## src/rtl/gs_pkg.sv

```systemverilog
// rtl/gs_pkg.sv - shared types and range check for the constant-cache loader
package gs_pkg;

  typedef enum logic [1:0] {IDLE, LOAD, DRAIN, DONE} gs_ld_state_t;

  // A load is out of range when base + count runs past the end of the cache.
  function automatic logic range_err(input logic [31:0] base, input logic [31:0] count,
                                     input int unsigned aw);
    logic [32:0] sum;
    sum = {1'b0, base} + {1'b0, count};
    return sum > (33'd1 << aw);
  endfunction

endpackage

```

## src/rtl/gs_const_loader.sv

```systemverilog
// rtl/gs_const_loader.sv - streams constant words into the per-MP constant cache
module gs_const_loader
  import gs_pkg::*;
#(
  parameter int DATA_WIDTH = 32,
  parameter int ADDR_WIDTH = 10,
  parameter int CNT_WIDTH  = ADDR_WIDTH + 1
) (
  input  logic                  clk,
  input  logic                  rst_n,
  input  logic                  start,
  input  logic [ADDR_WIDTH-1:0] base_addr,
  input  logic [CNT_WIDTH-1:0]  word_count,
  input  logic                  abort,
  input  logic                  in_valid,
  input  logic [DATA_WIDTH-1:0] in_data,
  output logic                  in_ready,
  output logic                  cwe_gs,
  output logic [ADDR_WIDTH-1:0] caddr_gs,
  output logic [DATA_WIDTH-1:0] cdata_gs,
  output logic                  busy,
  output logic                  done,
  output logic                  err,
  output logic                  const_valid
);

  gs_ld_state_t state, state_next;
  logic [ADDR_WIDTH-1:0] ptr, ptr_next;
  logic [CNT_WIDTH-1:0]  rem, rem_next;
  logic                  cwe_next, done_next, err_next, cv_next, busy_next;
  logic [ADDR_WIDTH-1:0] caddr_next;
  logic [DATA_WIDTH-1:0] cdata_next;

  assign in_ready = (state == LOAD) && !abort;

  always_comb begin
    state_next = state;
    ptr_next   = ptr;
    rem_next   = rem;
    cwe_next   = 1'b0;
    caddr_next = caddr_gs;
    cdata_next = cdata_gs;
    done_next  = 1'b0;
    err_next   = 1'b0;
    cv_next    = const_valid;
    case (state)
      IDLE: begin
        if (start) begin
          if (range_err(32'(base_addr), 32'(word_count), ADDR_WIDTH)) begin
            err_next = 1'b1;
          end else if (word_count == '0) begin
            state_next = DONE;
            done_next  = 1'b1;
            cv_next    = 1'b1;
          end else begin
            state_next = LOAD;
            ptr_next   = base_addr;
            rem_next   = word_count;
            cv_next    = 1'b0;
          end
        end
      end
      LOAD: begin
        if (abort) begin
          state_next = IDLE;
        end else if (in_valid) begin
          cwe_next   = 1'b1;
          caddr_next = ptr;
          cdata_next = in_data;
          ptr_next   = ptr + 1'b1;
          rem_next   = rem - 1'b1;
          if (rem == CNT_WIDTH'(1)) state_next = DRAIN;
        end
      end
      // Final write is on the cache port this cycle; it has landed by DONE.
      DRAIN: begin
        state_next = DONE;
        done_next  = 1'b1;
        cv_next    = 1'b1;
      end
      DONE:    state_next = IDLE;
      default: state_next = IDLE;
    endcase
    busy_next = (state_next == LOAD) || (state_next == DRAIN);
  end

  always_ff @(posedge clk) begin
    if (!rst_n) begin
      state       <= IDLE;
      ptr         <= '0;
      rem         <= '0;
      cwe_gs      <= 1'b0;
      caddr_gs    <= '0;
      cdata_gs    <= '0;
      busy        <= 1'b0;
      done        <= 1'b0;
      err         <= 1'b0;
      const_valid <= 1'b0;
    end else begin
      state       <= state_next;
      ptr         <= ptr_next;
      rem         <= rem_next;
      cwe_gs      <= cwe_next;
      caddr_gs    <= caddr_next;
      cdata_gs    <= cdata_next;
      busy        <= busy_next;
      done        <= done_next;
      err         <= err_next;
      const_valid <= cv_next;
    end
  end

endmodule
```

## config.mk

```make
export PLATFORM = sky130hd
export DESIGN_NAME = gs_const_loader
export DESIGN_NICKNAME = d
export VERILOG_FILES = /design/src/rtl/gs_pkg.sv /design/src/rtl/gs_const_loader.sv
export SDC_FILE = /design/constraint.sdc
export NUM_CORES = 1
export LEC_CHECK = 0
export ABC_AREA = 0
export ABC_CLOCK_PERIOD_IN_PS = 8650
export CAP_MARGIN = 20
export CORE_ASPECT_RATIO = 0.8
export CORE_MARGIN = 1.5
export CORE_UTILIZATION = 47
export CTS_CLUSTER_DIAMETER = 200
export CTS_CLUSTER_SIZE = 30
export DETAILED_ROUTE_END_ITERATION = 10
export GPL_TIMING_DRIVEN = 0
export PLACE_DENSITY = 0.76
export SLEW_MARGIN = 40
export SYNTH_ARGS = -nofsm -noshare
export SYNTH_HDL_FRONTEND = slang
export SYNTH_SLANG_ARGS = --single-unit
```

## constraint.sdc

```tcl
create_clock -name clk -period 8.65 [get_ports clk]
set_clock_uncertainty 0.15 [all_clocks]
set_input_delay 0.865 -clock clk [delete_from_list [all_inputs] [get_ports clk]]
set_output_delay 0.865 -clock clk [all_outputs]
set_load 0.01 [all_outputs]
```

## After elaboration in Yosys (flattened, before gate mapping)

Index checks and enable logic that the tools add are counted.

| operators by class | value |
|---|---|
| shift operators | 0 |
| magnitude comparators | 1 |
| add/sub/neg operators | 3 |
| equality and inequality tests | 11 |
| multipliers | 0 |
| divide/modulo/power cells | 0 |
| bitwise logic cells | 3 |
| reduce and logical (&&, ||, !) cells | 12 |
| mux-type cells | 28 |

Operators with widths:

| cell | number |
|---|---|
| $mux W11 | 5 |
| $mux W10 | 5 |
| $pmux W11 S2 | 1 |
| $pmux W10 S2 | 1 |
| $add A10 B11 Y12 | 1 |
| $gt A12 B11 Y1 const B | 1 |
| $mux W2 | 6 |
| $eq A11 B1 Y1 const B | 1 |
| $logic_not A11 Y1 | 1 |
| $sub A11 B1 Y11 const B | 1 |
| $add A10 B1 Y10 const B | 1 |
| $ne A2 B2 Y1 const B | 5 |
| $reduce_and A3 Y1 | 3 |
| $pmux W2 S4 | 1 |
| $mux W1 | 7 |
| $eq A2 B2 Y1 const B | 3 |
| $reduce_and A6 Y1 | 1 |
| $eq A2 B1 Y1 const B | 2 |
| $pmux W1 S2 | 2 |
| $reduce_bool A2 Y1 | 2 |
| $not A1 Y1 | 3 |
| $reduce_or A3 Y1 | 1 |
| $logic_not A2 Y1 | 1 |
| $logic_and A1 B1 Y1 | 1 |
| other kinds (2) | 2 |

| storage, ports and cells | value |
|---|---|
| memories kept | 0 |
| ROM bits | 0 |
| register bits | 70 |
| bits of input ports | 58 |
| bits in latches | 0 |
| word-level logic and storage cells | 68 |
| output and inout port bits | 48 |
| bits in writable memories | 0 |

## Longest topological paths before layout

Gate-level depths: netlist of run 1.

| logic depth | value |
|---|---|
| word-level depth | 7 |
| depth in mapped cells | 12 |
| gate-level depth less buffers | 10 |

## Least setup slack after synthesis of run 1

OpenSTA, ideal clock, no wires.

| timing path | value |
|---|---|
| path type | input-to-reg |
| from | input base_addr[0] |
| to | register rem[2] |
| path slack | 5.256 ns |
| arrival | 3.112 ns |
| cell stages on the path | 11 |
| cells stage by stage | ha_1 inv_1 fa_1 xnor2_1 or4b_4 a2111oi_4 and4_4 buf_6 buf_6 o32ai_1 o2bb2ai_1 |

| on the way | value |
|---|---|
| longest elaborated chain between the ends | 4 |

RTL lines:

| item | line | RTL |
|---|---|---|
| start: declaration | gs_const_loader.sv:12 | `input logic [ADDR_WIDTH-1:0] base_addr,` |
| $add A10 B11 Y12 | gs_pkg.sv:10 | `sum = {1'b0, base} + {1'b0, count};` |
| $gt A12 B11 Y1 | gs_pkg.sv:11 | `return sum > (33'd1 << aw);` |
| $ne A2 B2 Y1 (no line) | n/a |  |
| $reduce_and A6 Y1 (no line) | n/a |  |
| end signal: assignment | gs_const_loader.sv:102 | `rem <= rem_next;` |
| end: declaration | gs_const_loader.sv:29 | `logic [CNT_WIDTH-1:0] rem, rem_next;` |

Every way passes these cells.
A chain may end at the register's enable or synchronous reset.

## Worst setup path after layout of run 1

| timing path | value |
|---|---|
| from | input word_count[0] |
| to | register ptr[8] |

| on the way | value |
|---|---|
| longest elaborated chain between the ends | 4 |

RTL lines:

| item | line | RTL |
|---|---|---|
| start: declaration | gs_const_loader.sv:13 | `input logic [CNT_WIDTH-1:0] word_count,` |
| $add A10 B11 Y12 | gs_pkg.sv:10 |  |
| $gt A12 B11 Y1 | gs_pkg.sv:11 |  |
| $ne A2 B2 Y1 (no line) | n/a |  |
| $reduce_and A6 Y1 (no line) * | n/a |  |
| end signal: assignment | gs_const_loader.sv:101 | `ptr <= ptr_next;` |
| end: declaration | gs_const_loader.sv:28 | `logic [ADDR_WIDTH-1:0] ptr, ptr_next;` |

Every way passes the cells marked *; elsewhere a longest branch is shown, timed or not.

==> results.json, run 1 <==
{
  "clk_latency_ns": 0.35,
  "slowest_delay_ns": 0.57,
  "min_delay_path_depth": 2,
  "nets": 653,
  "max_cap_violations": 0,
  "hold_buffers": 0,
  "antenna_found_initial": 0,
  "totalPowerFinal_mw": 0.808,
  "cts_root_buffer": "clkbuf_8",
  "worst-r2r-setup-slack_ns": 5.75,
  "ant_nets": 0,
  "hp-start": "caddr_gs[7]$_SDFFE_PN0P_",
  "wl_per_cell_um": 16.7,
  "synth.most_common_cell": "nand2_1",
  "synth_area_leaders": "dfxtp_1, nand2_1, a21boi_0",
  "wl_met1_mm": 5.28,
  "ys_types": 57,
  "grt_start_max_net_pins": 13,
  "finalWirelength_mm": 11.5,
  "p_leak_nw": 1.82,
  "setup_viol": 0,
  "worst_setup_path_start_kind": "primary input",
  "initial_core_util_pct": 49.5,
  "p_seq_share_pct": 42.3,
  "slew_headroom_pct": 53.6,
  "path_class": "in -> reg",
  "power_switching_mw": 0.223,
  "drt-vias-per-instance": 5.74,
  "cts-resized-gates": 0,
  "synth_seq_area_share_pct": 37.4,
  "reg2reg_depth": 7,
  "syn-cell-area_um2": 3750,
  "route.met3.wl_mm": 1.08,
  "drt_iter0_drc": 300,
  "cts_tree": "yes",
  "synth_ff_type": "dfxtp_1",
  "period_share_pct": 49.8,
  "pwr-share-comb_pct": 19.3,
  "timing.hold.ws_ns": 0.313,
  "grt_pass1_wl_mm": 18.6,
  "required_ns": 8.71,
  "grt_pass1_vias": 3695,
  "synth.avg_cell_area_um2": 8.04,
  "synth_cells": 466,
  "power_frac_clock_pct": 38.5,
  "clk_pin_slew_ns": 0.08,
  "path_depth": 13,
  "finalMaxSlewViolations": 0,
  "timing.rr.end": "rem[0]$_SDFFE_PN0P_",
  "ir_drop_uv": 123,
  "place_congestion": 0.954,
  "status": "finished, final reports clean",
  "drc": 0,
  "io_pins": 106,
  "synthArstFlopShare_pct": 0,
  "clkSinkCount": 70,
  "dp_hpwl_mm": 8.67,
  "swShare_pct": 27.6,
  "min_to": "caddr_gs[7]$_SDFFE_PN0P_",
  "cts_setup_buffers": 0,
  "ys_ff_latch": 70,
  "synth-edff-count": 0,
  "final_cells": 691,
  "dr.pass1.iters": 5,
  "worst_pin_slew_ns": 0.691,
  "core_area_um2": 7570,
  "num_vias": 3964,
  "cp_max_fo": 10,
  "hold_viol": 0,
  "cp_num_buf_inv": 4,
  "top_layer": "met4",
  "clockBufferDepth": 2,
  "netlist.area_leader.share_pct": 37.4,
  "netlist_top_cells_count": "nand2_1, dfxtp_1, a21boi_0",
  "overflow": 0,
  "hold_class": "reg -> reg",
  "htreeDepth": 3,
  "yosysTopAreaCell": "dfxtp_1",
  "numPortBuffers": 104,
  "grt_use_total_pct": 27.8,
  "cp_top_family": "compound AO/OA/AOI/OAI gates",
  "min_period_ns": 4.31,
  "n_antenna_cell": 0,
  "drive_above_1_share_pct": 5.46,
  "synth_warnings": 0,
  "syn_nets": 538,
  "die_x_um": 103,
  "crit_slowest_cell": "clkdlybuf4s50_1",
  "crit_path_cell_trace": "clkdlybuf4s50_1, ha_1, inv_1, fa_1, nor2b_1, o2111ai_1, a21oi_1, a2bb2oi_1, nor3_1, buf_2, clkbuf_1, o311ai_0, o211ai_1",
  "dieArea_um2": 8520,
  "grt_setup_unrepaired": "no",
  "fmax_ghz": 0.232,
  "final_util_pct": 68.1,
  "cts_inserted_buffers": 9,
  "die_y_um": 82.9,
  "powerDensity_nw_per_um2": 157,
  "rr_startpoint": "state[1]$_SDFF_PN0_",
  "setup_tns_ns": 0,
  "rows": 28,
  "dp.cells": 675,
  "arrival_ns": 4.37,
  "met2WireLength_mm": 5.04,
  "power.internal_mw": 0.585,
  "end_kind": "register",
  "area_growth_syn_to_layout_pct": 37.5
}
[worst reg2reg max path, delay by kind of cell (launching register included)]
family / cells / cell delay, ns
buffers and inverters: 2 / 0.80
AND/OR/NAND/NOR: 3 / 0.62
flip-flops: 1 / 0.45
AO/OA/AOI/OAI: 2 / 0.77
[stage by stage]
stage	cell area (um2)	worst slack, ns
finish	5150	4.34
global route	5150	4.15
CTS	5150	4.45
detailed placement	4920	4.10
global placement	4920	4.21
floorplan	3750	5.26
[layout make-up]
class	count	area [um2]
inverters	11	41.3
plain buffers	30	139
repair buffers	104	1040
flip-flops and latches	70	1400
multi-input cells	355	2160
clock buffers	12	155
well taps	105	131
fillers	669	2420
clock inverters	4	77.6
[per-layer routing]
layer / up-vias / global-route usage [%]
li1: 1913 / -
met4: 0 / 7.13
met2: 185 / 41.4
met5: - / 0
met1: 1851 / 40.1
met3: 15 / 7.15
[how the worst max path moves through the flow]
stage	start	end
global route	word_count[0]	rem[0]$_SDFFE_PN0P_
CTS	word_count[0]	rem[0]$_SDFFE_PN0P_
finish	word_count[0]	ptr[8]$_SDFFE_PN0P_
global placement	base_addr[0]	rem[0]$_SDFFE_PN0P_
floorplan	base_addr[0]	rem[2]$_SDFFE_PN0P_
detailed placement	word_count[0]	rem[0]$_SDFFE_PN0P_
[cells by family after synthesis]
kind of cell | Yosys count | share of synthesized area, %
adder cells (fa/ha/maj) | 14 | 4.88
AND/OR/NAND/NOR | 186 | 22.0
AO/OA/AOI/OAI | 151 | 29.8
multiplexers | 2 | 0.568
buffers and inverters | 41 | 4.81
XOR/XNOR | 2 | 0.468
flip-flops | 70 | 37.4
[state kept, by name (all words and copies together) (netlist names), 2 cells and up]
signal	count
cdata_gs	32
rem	11
state	2
caddr_gs	10
ptr	10
[layout by cell type (no fill, tap or decap), types with 4 or more instances in the layout]
cell / netlist / routed
o21ai_0: 11 / 11
a21oi_1: 24 / 24
o32ai_1: 8 / 8
nand3_1: 12 / 12
clkbuf_8: 0 / 11
nor2_1: 20 / 20
o2bb2ai_1: 13 / 13
o21a_1: 4 / 4
o31ai_1: 10 / 10
nor4_1: 4 / 4
ha_1: 13 / 13
dfxtp_1: 70 / 70
nor3_1: 11 / 11
clkbuf_1: 21 / 22
a21o_1: 4 / 4
a21boi_0: 43 / 43
inv_1: 11 / 11
o311ai_0: 4 / 4
o22ai_1: 5 / 5
o211ai_1: 5 / 5
and3_1: 4 / 4
nand2_1: 112 / 112
nand4_1: 5 / 5
clkdlybuf4s50_1: 0 / 104
[power groups by stage]
stage	sequential, mW	clock [mW]	combinational [mW]
after CTS	0.341	0.314	0.153
after global routing	0.343	0.326	0.170
after detailed placement	0.348	0	0.152
after floorplan	0.348	0	0.0894
final	0.341	0.311	0.156
after global placement	0.348	0	0.148
Power figures use the tool's default switching activity.
==> inputs of run 2 (changes only) <==
--- a/config.mk
+++ b/config.mk
@@ -6,16 +6,16 @@
 export NUM_CORES = 1
 export LEC_CHECK = 0
 export ABC_AREA = 0
-export ABC_CLOCK_PERIOD_IN_PS = 8650
+export ABC_CLOCK_PERIOD_IN_PS = 3520
 export CAP_MARGIN = 20
 export CORE_ASPECT_RATIO = 0.8
 export CORE_MARGIN = 1.5
-export CORE_UTILIZATION = 47
+export CORE_UTILIZATION = 43
 export CTS_CLUSTER_DIAMETER = 200
 export CTS_CLUSTER_SIZE = 30
 export DETAILED_ROUTE_END_ITERATION = 10
 export GPL_TIMING_DRIVEN = 0
-export PLACE_DENSITY = 0.76
+export PLACE_DENSITY = 0.73
 export SLEW_MARGIN = 40
 export SYNTH_ARGS = -nofsm -noshare
 export SYNTH_HDL_FRONTEND = slang
==> constraint.sdc (replaced) <==
create_clock -name clk -period 3.52 [get_ports clk]
set_clock_uncertainty 0.15 [all_clocks]
set_input_delay 0.352 -clock clk [delete_from_list [all_inputs] [get_ports clk]]
set_output_delay 0.352 -clock clk [all_outputs]
set_load 0.01 [all_outputs]
==> run 2 against run 1 <==
- cell area grew 0.17%
- setup slack lost 4.2 ns
- via count shrank 2.2%
- largest cell class unchanged
- highest routed layer unchanged
==> results.json, run 2 (synthesized netlist as in run 1, its figures left out) <==
{
  "status": "finished, final reports clean",
  "drt-vias-per-instance": 5.55,
  "ir_drop_uv": 219,
  "cts_tree": "yes",
  "crit_slowest_cell": "clkdlybuf4s50_1",
  "max_cap_violations": 0,
  "htreeDepth": 3,
  "powerDensity_nw_per_um2": 372,
  "cp_num_buf_inv": 4,
  "setup_viol": 0,
  "cts_root_buffer": "clkbuf_8",
  "wl_per_cell_um": 15.9,
  "antenna_found_initial": 0,
  "grt_use_total_pct": 24.5,
  "numPortBuffers": 104,
  "grt_pass1_vias": 3600,
  "slew_headroom_pct": 52.1,
  "path_common_cell": "buf_6",
  "nFillCells": 782,
  "top_register": "cdata_gs",
  "ant_nets": 0,
  "grt_pass1_wl_mm": 17.9,
  "end_kind": "register",
  "hold_viol": 0,
  "dp_hpwl_mm": 8.42,
  "p_leak_nw": 1.83,
  "multi_input_area_um2": 2180,
  "clkSinkCount": 70,
  "area_growth_syn_to_layout_pct": 37.7,
  "clk_latency_ns": 0.34,
  "place_congestion": 0.905,
  "dr.pass1.iters": 6,
  "cts_inserted_buffers": 9,
  "crit_path_cell_trace": "clkdlybuf4s50_1, ha_1, inv_1, fa_1, xnor2_1, or4b_4, a2111oi_4, and4_4, buf_6, buf_6, o32ai_1, o2bb2ai_1",
  "totalPowerFinal_mw": 1.92,
  "core_area_um2": 8480,
  "arrival_ns": 3.49,
  "die_y_um": 86.5,
  "clk_pin_slew_ns": 0.07,
  "final_cell_mix": "nand2_1, clkdlybuf4s50_1, dfxtp_1",
  "rows": 30,
  "finalWirelength_mm": 11.1,
  "min_period_ns": 3.42,
  "grt_start_max_net_pins": 13,
  "dieArea_um2": 9280,
  "drc": 0,
  "cp_max_fo": 10,
  "worst_pin_slew_ns": 0.716,
  "period_share_pct": 97.2,
  "cp_top_family": "buffers and inverters",
  "hold_buffers": 0,
  "finalMaxSlewViolations": 0,
  "path_class": "in -> reg",
  "setup_tns_ns": 0,
  "nets": 653,
  "reg_top3": "cdata_gs: 32 flops, rem: 11 flops",
  "drt_iter0_drc": 293,
  "required_ns": 3.59,
  "clockBufferDepth": 2,
  "timing.hold.ws_ns": 0.312,
  "num_vias": 3875,
  "final_util_pct": 60.8,
  "largest_reg_flops": 32,
  "grt_setup_unrepaired": "no",
  "fmax_ghz": 0.292,
  "hold_class": "reg -> reg",
  "slowest_delay_ns": 0.58,
  "drive_above_1_share_pct": 5.98,
  "area.sequential_um2": 1400,
  "worst_setup_path_start_kind": "primary input",
  "final_common_cell": "nand2_1",
  "overflow": 0,
  "io_pins": 106,
  "initial_core_util_pct": 44.2,
  "die_x_um": 107
}
-- run 2: worst paths after layout --
path / slack, ns / cells after the start / start / endpoint
max: 0.1 / 12 / word_count[0] / rem[2]$_SDFFE_PN0P_
min: 0.31 / 2 / cdata_gs[20]$_SDFFE_PN0P_ / cdata_gs[20]$_SDFFE_PN0P_
max reg2reg: 0.68 / 8 / state[1]$_SDFF_PN0_ / cdata_gs[17]$_SDFFE_PN0P_
min reg2reg: 0.31 / 2 / cdata_gs[20]$_SDFFE_PN0P_ / cdata_gs[20]$_SDFFE_PN0P_
-- run 2: power by group --
| part | internal (mW) | leakage (nW) | total [mW] | switching (mW) |
|---|---|---|---|---|
| sequential | 0.816 | 0.566 | 0.839 | 0.0222 |
| clock | 0.395 | 0.109 | 0.701 | 0.306 |
| combinational | 0.180 | 1.15 | 0.381 | 0.201 |
-- run 2: area by class of cell --
class	count	area share [%]
multi-input cells	355	42.3
clock inverters	6	1.70
inverters	11	0.800
flip-flops and latches	70	27.2
diodes	1	0.0485
plain buffers	30	2.72
repair buffers	104	20.2
clock buffers	9	2.40
well taps	112	2.72
-- run 2: layer usage --
metal / track usage [%] / wire length [um]
met1: 34.4 / 5230
met2: 37.5 / 4990
met3: 5.86 / 705
met4: 7.06 / 199
met5: 0 / 0
-- run 2: tightest hold or removal path: stages, from the launching register on --
cell	delay, ns
dfxtp_1	0.31
nand2_1	0.04
a21boi_0	0.06
-- run 2: stage by stage --
step	cell area, um2	std cells	worst slack (ns)
detailed placement	4930	682	-0.392
global route	5160	697	0.0255
global placement	4930	682	-0.348
finish	5160	698	0.0996
floorplan	3750	466	0.639
CTS	5150	697	0.00678
-- run 2: timing repair --
item | CTS | global route
setup buffers | 0 | 0
pin swaps | 0 | 1
endpoints found under the setup margin | 6 | 18
resized for setup | 2 | 6
endpoints found under the hold margin | 0 | 0
